**config.mk**
```make
export PLATFORM = sky130hd
export DESIGN_NAME = phase_ctl
export DESIGN_NICKNAME = d
export VERILOG_FILES = /design/src/rtl/ji3_pkg.sv /design/src/rtl/instret_cnt.sv /design/src/rtl/phase_ctl.sv
export SDC_FILE = /design/constraint.sdc
export NUM_CORES = 1
export LEC_CHECK = 0
export CORE_ASPECT_RATIO = 1.4
export CORE_MARGIN = 3
export CORE_UTILIZATION = 49
export CTS_CLUSTER_DIAMETER = 30
export CTS_CLUSTER_SIZE = 28
export DETAILED_ROUTE_END_ITERATION = 8
export PLACE_DENSITY = 0.79
export SLEW_MARGIN = 10
export SYNTH_ARGS = -nofsm -noshare
export SYNTH_HDL_FRONTEND = slang
export SYNTH_SLANG_ARGS = --single-unit
```
**constraint.sdc**
```tcl
create_clock -name clk -period 2.11 [get_ports clk]
set_clock_uncertainty 0.15 [all_clocks]
set_input_delay 0.422 -clock clk [delete_from_list [all_inputs] [get_ports clk]]
set_output_delay 0.422 -clock clk [all_outputs]
set_load 0.05 [all_outputs]
```
**src/rtl/ji3_pkg.sv**
```systemverilog
// rtl/ji3_pkg.sv - shared phase indices, opcodes and control state encoding
package ji3_pkg;

    // Bit positions of each phase in the one-hot phase vector
    localparam int PH_F = 0;
    localparam int PH_R = 1;
    localparam int PH_X = 2;
    localparam int PH_M = 3;
    localparam int PH_W = 4;

    // Decoded opcodes the sequencer cares about
    localparam logic [3:0] OP_ADD = 4'b0000;
    localparam logic [3:0] OP_LD  = 4'b1100;
    localparam logic [3:0] OP_ST  = 4'b1101;
    localparam logic [3:0] OP_LIL = 4'b1110;
    localparam logic [3:0] OP_HLT = 4'b1111;

    typedef enum logic [1:0] {
        ST_IDLE = 2'd0,
        ST_RUN  = 2'd1,
        ST_HALT = 2'd2
    } ctl_state_e;

    // A phase waits on memory: fetch always, execute for stores, memory for loads
    function automatic logic is_mem_phase(input logic f, input logic x,
                                          input logic m, input logic [3:0] op);
        return f | (x & (op == OP_ST)) | (m & (op == OP_LD));
    endfunction

endpackage

```
**src/rtl/instret_cnt.sv**
```systemverilog
// rtl/instret_cnt.sv - wrapping retired-instruction counter
module instret_cnt #(
    parameter int W = 32
) (
    input  logic         clk,
    input  logic         rst_n,
    input  logic         en,
    output logic [W-1:0] count
);

    logic [W-1:0] count_q;

    // Count one per enabled cycle; wraps silently at all-ones
    always_ff @(posedge clk or negedge rst_n) begin
        if (!rst_n) begin
            count_q <= '0;
        end else if (en) begin
            count_q <= count_q + W'(1);
        end
    end

    assign count = count_q;

endmodule

```
**src/rtl/phase_ctl.sv**
```systemverilog
// rtl/phase_ctl.sv - five-phase instruction sequencer with stall and halt
module phase_ctl
    import ji3_pkg::*;
#(
    parameter int W_PH  = 5,
    parameter int W_CNT = 32
) (
    input  logic             clk,
    input  logic             rst_n,
    input  logic             start,
    input  logic [3:0]       op,
    input  logic             mem_ready,
    output logic [W_PH-1:0]  phase,
    output logic             ir_en,
    output logic             pc_en,
    output logic             stall,
    output logic             halted,
    output logic             busy,
    output logic [W_CNT-1:0] instret
);

    localparam logic [W_PH-1:0] PH_ONE   = W_PH'(1);
    localparam logic [W_PH-1:0] PH_F_VEC = PH_ONE << PH_F;

    ctl_state_e      state_q, state_d;
    logic [W_PH-1:0] phase_q, phase_d;
    logic            mem_wait;

    // State and phase registers; phase is kept all-zero outside RUN
    always_ff @(posedge clk or negedge rst_n) begin
        if (!rst_n) begin
            state_q <= ST_IDLE;
            phase_q <= '0;
        end else begin
            state_q <= state_d;
            phase_q <= phase_d;
        end
    end

    // Next state, phase advance and per-cycle strobes
    always_comb begin
        state_d  = state_q;
        phase_d  = phase_q;
        ir_en    = 1'b0;
        pc_en    = 1'b0;
        stall    = 1'b0;
        mem_wait = 1'b0;
        case (state_q)
            ST_IDLE, ST_HALT: begin
                if (start) begin
                    state_d = ST_RUN;
                    phase_d = PH_F_VEC;
                end
            end
            ST_RUN: begin
                mem_wait = is_mem_phase(phase_q[PH_F], phase_q[PH_X], phase_q[PH_M], op)
                           & ~mem_ready;
                if (mem_wait) begin
                    stall = 1'b1;
                end else begin
                    ir_en = phase_q[PH_F];
                    if (phase_q[PH_W]) begin
                        if (op == OP_HLT) begin
                            state_d = ST_HALT;
                            phase_d = '0;
                        end else begin
                            pc_en   = 1'b1;
                            phase_d = PH_F_VEC;
                        end
                    end else begin
                        phase_d = phase_q << 1;
                    end
                end
            end
            default: begin
                state_d = ST_IDLE;
                phase_d = '0;
            end
        endcase
    end

    assign phase  = phase_q;
    assign busy   = (state_q == ST_RUN);
    assign halted = (state_q == ST_HALT);

    instret_cnt #(.W(W_CNT)) u_cnt (
        .clk   (clk),
        .rst_n (rst_n),
        .en    (pc_en),
        .count (instret)
    );

endmodule
```
# After elaboration in Yosys (flattened, before gate mapping)
# Index checks and enable logic that the tools add are counted.
# word_totals
input_bits	8
regBits	39
wordCells	41
output_inout_bits	42
# classes
reduce_logical	4
mux	18
eq_ne	9
bitwise_logic	6
addsub	1
# op_table
cell	count
adder 32 x 1 -> 32 bit (second input constant)	1
2-to-1 mux 5 bit	3
equality test 4 bit (second input constant)	3
case mux 5 bit (2 select lines)	1
2-to-1 mux 1 bit	9
2-to-1 mux 2 bit	4
inequality test 2 x 1 -> 1 bit (second input constant)	2
inequality test 2 bit (second input constant)	2
case mux 2 bit (2 select lines)	1
AND reduction 4 bit	1
AND 1 bit	3
equality test 2 x 1 -> 1 bit (second input constant)	1
equality test 2 bit (second input constant)	1
zero test 2 bit	1
OR 1 bit	2
AND reduction 2 bit	1
OR reduction 2 bit	1
inverter 1 bit	1

# Depth between registers and ports, before layout
# Gate-level depths: netlist of the first run.
# depth
depth_word	7
depth_mapped	6
depth_no_buf	5

# Hierarchy
# From an unflattened synthesis of the first run, not the netlist that was laid out.
# unflattened
cells_unflattened	160
hier_area_um2	1844.3
# modules_own_cells
mod	cells_per_inst	instances	seq_area_each_um2	area_per_inst_um2
instret_cnt	123	1	800.8	1448.9
phase_ctl	37	1	175.2	395.4

# Least setup slack after synthesis of the first run
# Ideal clock, no wire load.
# synth_timing
path_type	reg2reg
startpoint	register phase_q[2] (netlist: phase[2])
endpoint	register u_cnt.count_q[1] (netlist: u_cnt.count[1])
path_stages_with_launch	5
period_less_slack_ps	2461
required_time_ps	1835
setup_slack_ps	-351
setup_time_ps	125
t_arrival_ps	2186
path_buffers	0
cell_sequence	dfrtp_1 mux2i_1 o22ai_2 nor3_2 mux2_2
# synth_via
elab_chain_len	6
# synth_lines
item	line_no	source
start: declaration	phase_ctl.sv:26	logic [W_PH-1:0] phase_q, phase_d;
start signal: assignment	phase_ctl.sv:36	phase_q <= phase_d;
AND 1 bit	ji3_pkg.sv:27	return f | (x & (op == OP_ST)) | (m & (op == OP_LD));
OR 1 bit (2 in a row)	ji3_pkg.sv:27	
AND 1 bit	phase_ctl.sv:57	& ~mem_ready;
2-to-1 mux 1 bit	phase_ctl.sv:58	if (mem_wait) begin
2-to-1 mux 1 bit	phase_ctl.sv:48	case (state_q)
via pc_en	phase_ctl.sv:15	output logic pc_en,
end signal: assignment	instret_cnt.sv:18	count_q <= count_q + W'(1);
end: declaration	instret_cnt.sv:11	logic [W-1:0] count_q;
# The timed path passes the listed nets, and every way through them passes these cells.
# A chain may end at the register's enable or synchronous reset.

# Worst setup path in the final report of the first run
# layout_timing
startpoint	register phase_q[0] (netlist: phase[0])
endpoint	output phase[0]
# layout_lines
item	line_no	source
end: declaration	phase_ctl.sv:13	output logic [W_PH-1:0] phase,
# No word-level cell between the ends.

==> results of run 1 <==
-- timing repair --
item / CTS / global route
gates cloned: 0 / 0
gates resized for setup: 9 / 11
endpoints found under the hold margin: 0 / 0
endpoints found under the setup margin: 8 / 12
buffers inserted: 4 / 0
pin swaps: 5 / 0
-- layer usage --
metal	part of all wire, %	global-route usage (%)	up-vias	wire length (um)
met4	2.0	8.28	0	97
met5	0	0	-	0
li1	-	-	792	-
met1	39	25.9	851	1910
met2	55	35.0	43	2650
met3	4.1	3.89	8	201
-- metrics by stage --
step | setup TNS (ns) | cell area (um2) | cells
6_report | 0 | 2930 | 297
3_5_place_dp | -9.02 | 2730 | 285
4_1_cts | 0 | 2890 | 297
5_1_grt | -0.0391 | 2930 | 297
2_1_floorplan | -0.0589 | 2100 | 182
3_3_place_gp | -6.06 | 2730 | 285
-- registers in the layout (all words and copies together), names as in the netlist --
name,cells
phase,5
u_cnt.count,32
state_q,2
-- synthesized netlist by cell type (2+ instances only) --
| library cell | count |
|---|---|
| nand2_1 | 10 |
| nor4_1 | 8 |
| inv_1 | 10 |
| and3_1 | 7 |
| xor2_1 | 28 |
| dfrtp_1 | 39 |
| and2_1 | 4 |
| xnor2_1 | 3 |
| nor4_4 | 3 |
| nor4_2 | 7 |
| nand3_1 | 8 |
| nor3_1 | 12 |
| buf_6 | 4 |
| buf_1 | 2 |
| and4_1 | 4 |
| nand4_4 | 3 |
| a22o_1 | 5 |
| nand4_1 | 5 |
| buf_4 | 2 |
-- how the worst max path moves through the flow --
stage / from / to / slack (ns)
floorplan: phase[0] / stall / -0.04
global placement: op[0] / u_cnt.count[1] / -0.23
detailed placement: op[0] / u_cnt.count[9] / -0.33
CTS: phase[2] / phase[2] / 0.01
global route: phase[2] / pc_en / -0.04
finish: phase[0] / phase[0] / 0.02
-- power by group --
group / total [W] / switching, W / internal, W
Clock: 0.000622 / 0.000270 / 0.000352
Sequential: 0.000982 / 0.000136 / 0.000846
Combinational: 0.00127 / 0.000754 / 0.000520
-- kinds of logic (layout without fill, tap and decap cells) --
kind of cell | Yosys count | count (layout)
AND/OR/NAND/NOR | 78 | 78
flip-flops | 39 | 39
XOR/XNOR | 31 | 31
buffers and inverters | 20 | 92
AO/OA/AOI/OAI | 11 | 11
multiplexers | 2 | 2
adder cells (fa/ha/maj) | 1 | 1
-- area by class of cell --
type                    count  area share (%)
multi-input cells         123            36.1
flip-flops and latches     39            33.5
repair buffers             74            23.4
clock buffers               5            2.35
well taps                  43            1.84
clock inverters             3            1.50
inverters                  10            1.28
==> reports/metrics.csv, run 1 <==
metric;value;unit
grt-ovfl-total;0;
ir_worst_vdd;0.00110;V
rsz0062_at_grt;true;
grt_max_degree;34;
port_buffers;49;
avgSynthCellArea;11.5;um2
clk_latency;0.29;ns
hp-class;in -> async;
core;4020;um2
synth_seq_cells;39;
worstPathMaxFanout;4;
outcome;finished, final reports clean;
antenna_found_initial;0;
syn-num-nets;191;
rows;27;
worstMarginPinSlew;0.746;ns
synth.top_cell.area_share;46.7;%
wirelength;4860;um
io_pins;50;
timing.slew.headroom;50.2;%
worstSetupPathType;reg -> out;
synth_edf_count;0;
synth_compound_area_share;4.55;%
yosys_warnings;0;
grt_pass1_wl;8270;um
synth_area_leaders;dfrtp_1, xor2_1, nor4_2;
dieArea;5090;um2
final_cell_mix;buf_4, dfrtp_1, xor2_1;
synth-xor-area-share;13.0;%
multi_input_area;1060;um2
crit_family;buffers and inverters;
cts_buffer_depth;2;
cts-buffers-inserted;5;
worstPathArrival;1.52;ns
start_util;52.0;%
power.density;984;nW/um2
leakage;1.56;nW
r2r_cells;8;
layout_commonest_cell;buf_4;
h-tree-depth;2;
layout_min_cycle_time;2.09;ns
end_kind;output port;
drc;0;
hold_violations;0;
syn_inst;182;
path_buf_inv;1;
fin_nets;262;
fmax;0.479;GHz
reg2reg_from;phase[2];
grt_pass1_vias;1732;
gp_congestion;0.747;
synth-main-ff-cell;dfrtp_1;
ff_latch_area;981;um2
power;0.00288;W
clock-sinks;39;
setup_slack;0.0216;ns
syn_area;2090;um2
antennaDiodeCount;0;
vias_per_cell;5.70;
routed-via-count;1694;
r2r-end;u_cnt.count[12];
cp_slowest_cell;clkdlybuf4s50_1;
whs;0.0329;ns
layout-drive-gt1-share;37.0;%
rrSetupSlack;0.13;ns
period_share;99.0;%
yosysUniqueCellTypes;37;
wire_per_inst;16.4;um
yosys.area_share.simple;28.7;%
fin_util;72.8;%
ctsHoldBuffers;0;
cpPeakStageDelay;0.83;ns
synth_top_family_by_area;simple AND/OR/NAND/NOR gates;
nFillCells;293;
setup_violations;0;
cp.required;1.54;ns
hpwl;3430;um
synth_mux_area_share;1.02;%
dr.pass1.iters;4;
pre_cts_ws;-0.332;ns
max_cap_viol_count;0;
drt_iter0_drc;48;
cts_root_buf;clkbuf_8;
clk_pin_slew;0.08;ns
die_h;83.3;um
cp.depth;1;
synth_area_leader_cell;dfrtp_1;
cp_cell_sequence;clkdlybuf4s50_1;
yosys.area_share.adder;0.599;%
cp-start-kind;flip-flop;
synth_seq_area_share;46.7;%
grt.total_usage;21.1;%
slew_violations;0;
ant_nets;0;
async_flop_share;100;%
dieWidth;61.2;um
synthToLayoutAreaGrowth;40.0;%
cts_tree;done;
Power figures use the tool's default switching activity.
==> run 2: changes to the inputs <==
- CORE_MARGIN: 3 -> not set
==> run 2 against run 1 <==
  * Sequential cell count did not move
  * The run now ends with DRC left
  * Hold slack improved by 0.0024 ns
  * Setup slack improved by 0.011 ns
  * Maximum frequency rose by 0.54%
  * Routed wire length fell by 8.9%
  * Largest cell class unchanged
  * Utilization fell by 1.3 points
  * Critical path depth did not move
  * Power fell by 3.3%
  * Non-clock buffer count fell by 2
  * Critical endpoint is now phase[3]
  * Sequential share of layout area rose by 0.61 points
==> reports/metrics.csv, run 2 (synthesis gave the netlist of run 1 again) <==
metric;value;unit
power.sequential.fraction;35.4;%
timing.slew.headroom;49.4;%
rsz0062_at_grt;false;
clk_latency;0.30;ns
ant_nets;0;
cp-start-kind;flip-flop;
layout_min_cycle_time;2.08;ns
worstMarginPinSlew;0.759;ns
fin_setup_tns;0;ns
setup_violations;0;
io_pins;50;
drc;3;
cp_slowest_cell;clkdlybuf4s50_1;
port_buffers;49;
reg2reg_from;phase[2];
grt_pass1_wl;7470;um
grt-ovfl-total;0;
wirelength;4430;um
path_buf_inv;1;
cts-buffers-inserted;5;
layout_commonest_cell;buf_4;
synthToLayoutAreaGrowth;37.5;%
ctsHoldBuffers;0;
ff_latch_area;981;um2
antennaDiodeCount;0;
combPwrFrac;44.5;%
die_h;79.3;um
drt_iter0_drc;56;
hp-class;in -> async;
outcome;finished with violations;
power.density;969;nW/um2
rrSetupSlack;0.17;ns
start_util;52.0;%
clock-sinks;39;
leakage;1.49;nW
clk_pin_slew;0.08;ns
fmax;0.481;GHz
period_share;98.4;%
dr.pass1.iters;6;
cts_root_buf;clkbuf_8;
dieWidth;57.2;um
antenna_found_initial;0;
final_cell_mix;buf_4, dfrtp_1, xor2_1;
hold_violations;0;
r2r-end;u_cnt.count[3];
crit_family;buffers and inverters;
multi_input_area;1040;um2
wire_per_inst;15.0;um
worstSetupPathType;reg -> out;
max_cap_viol_count;0;
cp_cell_sequence;clkdlybuf4s50_1;
switching_share;40.7;%
nFillCells;306;
rows;27;
finalNonFillerCells;295;
cpPeakStageDelay;0.82;ns
grt_pass1_vias;1626;
worstPathMaxFanout;4;
core;4020;um2
p_clk_share;20.1;%
dieArea;4530;um2
hpwl;3180;um
placedCellCount;284;
fin_util;71.5;%
grt_max_degree;35;
fin_nets;260;
power_switching;0.00113;W
cp.required;1.54;ns
cts_tree;done;
worstPathArrival;1.51;ns
grt.total_usage;21.4;%
cts_buffer_depth;2;
gp_congestion;0.782;
vias_per_cell;5.53;
r2r_cells;7;
internal_power;0.00165;W
routed-via-count;1631;
end_kind;output port;
layout-drive-gt1-share;34.9;%
ir_worst_vdd;0.00103;V
violations;DRC;
h-tree-depth;2;
largest_register_ffs;32;
slew_violations;0;
[run 2: cell type report]
cell class                      count  share of cell area [%]
Multi-Input combinational cell    123                    36.1
Sequential cell                    39                    34.1
Timing Repair Buffer               72                    23.0
Clock buffer                        8                    3.48
Tap cell                           43                    1.87
Inverter                           10                    1.31
[run 2: routing by layer]
metal,up-vias,routed length (um),track usage (%)
li1,791,-,-
met1,797,1850,24.8
met2,37,2320,37.2
met3,6,162,4.23
met4,0,83,10.5
met5,-,0,0
[run 2: worst max-delay path by stage]
stage               startpoint              end  slack (ns)  depth (start not counted)
3_5_place_dp             op[0]   u_cnt.count[3]       -0.26                          7
5_1_grt               phase[2]            pc_en       0.006                          5
4_1_cts        u_cnt.count[29]      instret[29]       0.008                          1
6_report              phase[3]         phase[3]        0.03                          1
3_3_place_gp             op[0]  u_cnt.count[25]       -0.23                          7
2_1_floorplan         phase[0]            stall       -0.04                          4
[run 2: through the flow]
step	hold WS (ns)	setup WS (ns)	power [W]	instance area, um2
floorplan	-0.0236	-0.0414	0.00170	2100
global placement	0.306	-0.230	0.00219	2720
detailed placement	0.324	-0.257	0.00221	2720
CTS	0.0621	0.00777	0.00280	2860
global route	0.0911	0.00557	0.00291	2870
finish	0.0353	0.0329	0.00278	2870
[run 2: repair_timing]
action / CTS / global route
pin swaps: 5 / 0
resized for setup: 9 / 5
buffers inserted: 3 / 0
setup endpoints to repair: 3 / 5
[run 2: power by group through the flow]
stage          combinational (W)  clock (W)  sequential, W
2_1_floorplan           0.000459          0        0.00124
3_3_place_gp             0.00120          0       0.000989
3_5_place_dp             0.00122          0       0.000994
4_1_cts                  0.00125   0.000566       0.000983
5_1_grt                  0.00131   0.000596       0.000999
6_report                 0.00124   0.000559       0.000985
==> run 3: changes to the inputs <==
- SETUP_SLACK_MARGIN: not set -> 0.15
==> run 3 against run 2 <==
  * The run still ends with DRC left
  * Die area stayed put
  * Final area is 0.57% lower
  * Sequential power is 0.4% lower
  * Global-route usage is 1.3 points higher
  * Power is 1.2% lower
  * Critical path type is now in -> out
  * Largest power group unchanged
==> reports/metrics.csv, run 3 (synthesis gave the netlist of run 1 again) <==
metric;value;unit
whs;0.323;ns
grt-ovfl-total;0;
layout_commonest_cell;buf_4;
dieArea;4530;um2
drt_iter0_drc;72;
drc;6;
gp_congestion;0.740;
synthToLayoutAreaGrowth;36.7;%
port_buffers;49;
rsz0062_at_grt;true;
antennaDiodeCount;0;
fmax;0.514;GHz
wirelength;4670;um
hpwl;3310;um
violations;DRC;
fin_nets;260;
grt_pass1_vias;1649;
cts_tree;done;
power.sequential.fraction;35.7;%
nFillCells;309;
finalNonFillerCells;294;
worstPathMaxFanout;4;
fin_setup_tns;0;ns
switching_share;42.2;%
ir_worst_vdd;0.00100;V
outcome;finished with violations;
grt.total_usage;22.7;%
fin_util;71.1;%
power.density;963;nW/um2
cpPeakStageDelay;0.26;ns
vias_per_cell;5.65;
core;4020;um2
dieWidth;57.2;um
cp.required;1.54;ns
cts_root_buf;clkbuf_8;
dr.pass1.iters;9;
power;0.00275;W
die_h;79.3;um
slew_violations;0;
wire_per_inst;15.9;um
ant_nets;0;
h-tree-depth;2;
max_cap_viol_count;0;
grt_max_degree;28;
leakage;1.44;nW
setup_violations;0;
combPwrFrac;45.9;%
layout_min_cycle_time;1.94;ns
placedCellCount;278;
hold_violations;0;
cts_buffer_depth;2;
period_share;92.1;%
layout-drive-gt1-share;39.4;%
clk_latency;0.29;ns
start_util;52.0;%
internal_power;0.00159;W
grt_pass1_wl;7850;um
end_kind;output port;
hp-class;reg -> reg;
clock-sinks;39;
cp-start-kind;primary input;
routed-via-count;1661;
io_pins;50;
rows;27;
antenna_found_initial;0;
cp_cell_sequence;dlygate4sd2_1 > nand4bb_4 > o22ai_4 > and2_4 > buf_12;
power_switching;0.00116;W
p_clk_share;18.4;%
path_buf_inv;2;
cp_slowest_cell;dlygate4sd2_1;
worstPathArrival;1.37;ns
worstMarginPinSlew;0.581;ns
largest_register_ffs;32;
final_cell_mix;buf_4, dfrtp_1, xor2_1;
timing.slew.headroom;61.3;%
crit_family;buffers and inverters;
clk_pin_slew;0.07;ns
cts-buffers-inserted;5;
worstSetupPathType;in -> out;
==> run 3: changes by cell type in the layout (fill, tap and decap cells not counted), moves of 2 or more <==
cell             change
buf_12               -2
nor4_1               -3
nor4_2               +3
dlygate4sd2_1        +7
dfrtp_1              -4
dfrtp_2              +4
dlymetal6s2s_1       -5
clkdlybuf4s50_1      -6
==> run 3: layout make-up <==
| class | count | area (um2) | share of cell area, % |
|---|---|---|---|
| well taps | 43 | 53.8 | 1.88 |
| clock inverters | 1 | 5.00 | 0.175 |
| flip-flops and latches | 39 | 986 | 34.5 |
| repair buffers | 72 | 613 | 21.5 |
| multi-input cells | 123 | 1070 | 37.6 |
| clock buffers | 6 | 82.6 | 2.89 |
| inverters | 10 | 41.3 | 1.45 |
==> run 3: worst reg2reg max path: stages (launching register included) <==
cell,delay [ns]
dfrtp_2,0.43
mux2i_4,0.20
o22ai_4,0.12
buf_4,0.15
buf_4,0.21
nor4b_1,0.42
xor2_1,0.18
==> run 3: path summary, 6_finish.rpt <==
path                                       from               to  slack [ns]  cells past startpoint
worst max-delay path                      op[2]            stall        0.17                      5
worst min-delay path            u_cnt.count[31]  u_cnt.count[31]        0.32                      1
worst max register to register         phase[3]   u_cnt.count[4]        0.17                      6
worst min register to register  u_cnt.count[31]  u_cnt.count[31]        0.32                      1
max in group asynchronous                 rst_n   u_cnt.count[1]        0.75                      3
min in group asynchronous                 rst_n  u_cnt.count[26]        0.51                      2
==> run 3: per-stage QoR <==
stage | area (um2) | setup WS, ns
floorplan | 2140 | 0.0940
global placement | 2680 | -0.253
detailed placement | 2680 | -0.386
CTS | 2820 | 0.0897
global route | 2860 | 0.0861
finish | 2860 | 0.166
==> run 3: routing by layer <==
layer | vias to the layer above | global-route usage [%] | wire length [um]
li1 | 790 | - | -
met1 | 832 | 26.2 | 1890
met2 | 33 | 40.8 | 2580
met3 | 6 | 4.56 | 134
met4 | 0 | 8.54 | 66
met5 | - | 0 | 0
==> run 3: timing repair <==
action | CTS | global route
gates resized for setup | 27 | 4
gates cloned | 0 | 0
pin swaps | 4 | 4
endpoints found under the setup margin | 38 | 5
endpoints found under the hold margin | 25 | 0
hold buffers | 1 | 0
setup buffers | 5 | 3
==> run 3: power by group through the flow <==
stage / Sequential (W) / Clock (W) / Combinational [W]
floorplan: 0.00125 / 0 / 0.000499
global placement: 0.000999 / 0 / 0.00114
detailed placement: 0.00101 / 0 / 0.00116
CTS: 0.000985 / 0.000521 / 0.00122
global route: 0.000997 / 0.000551 / 0.00133
finish: 0.000981 / 0.000507 / 0.00126
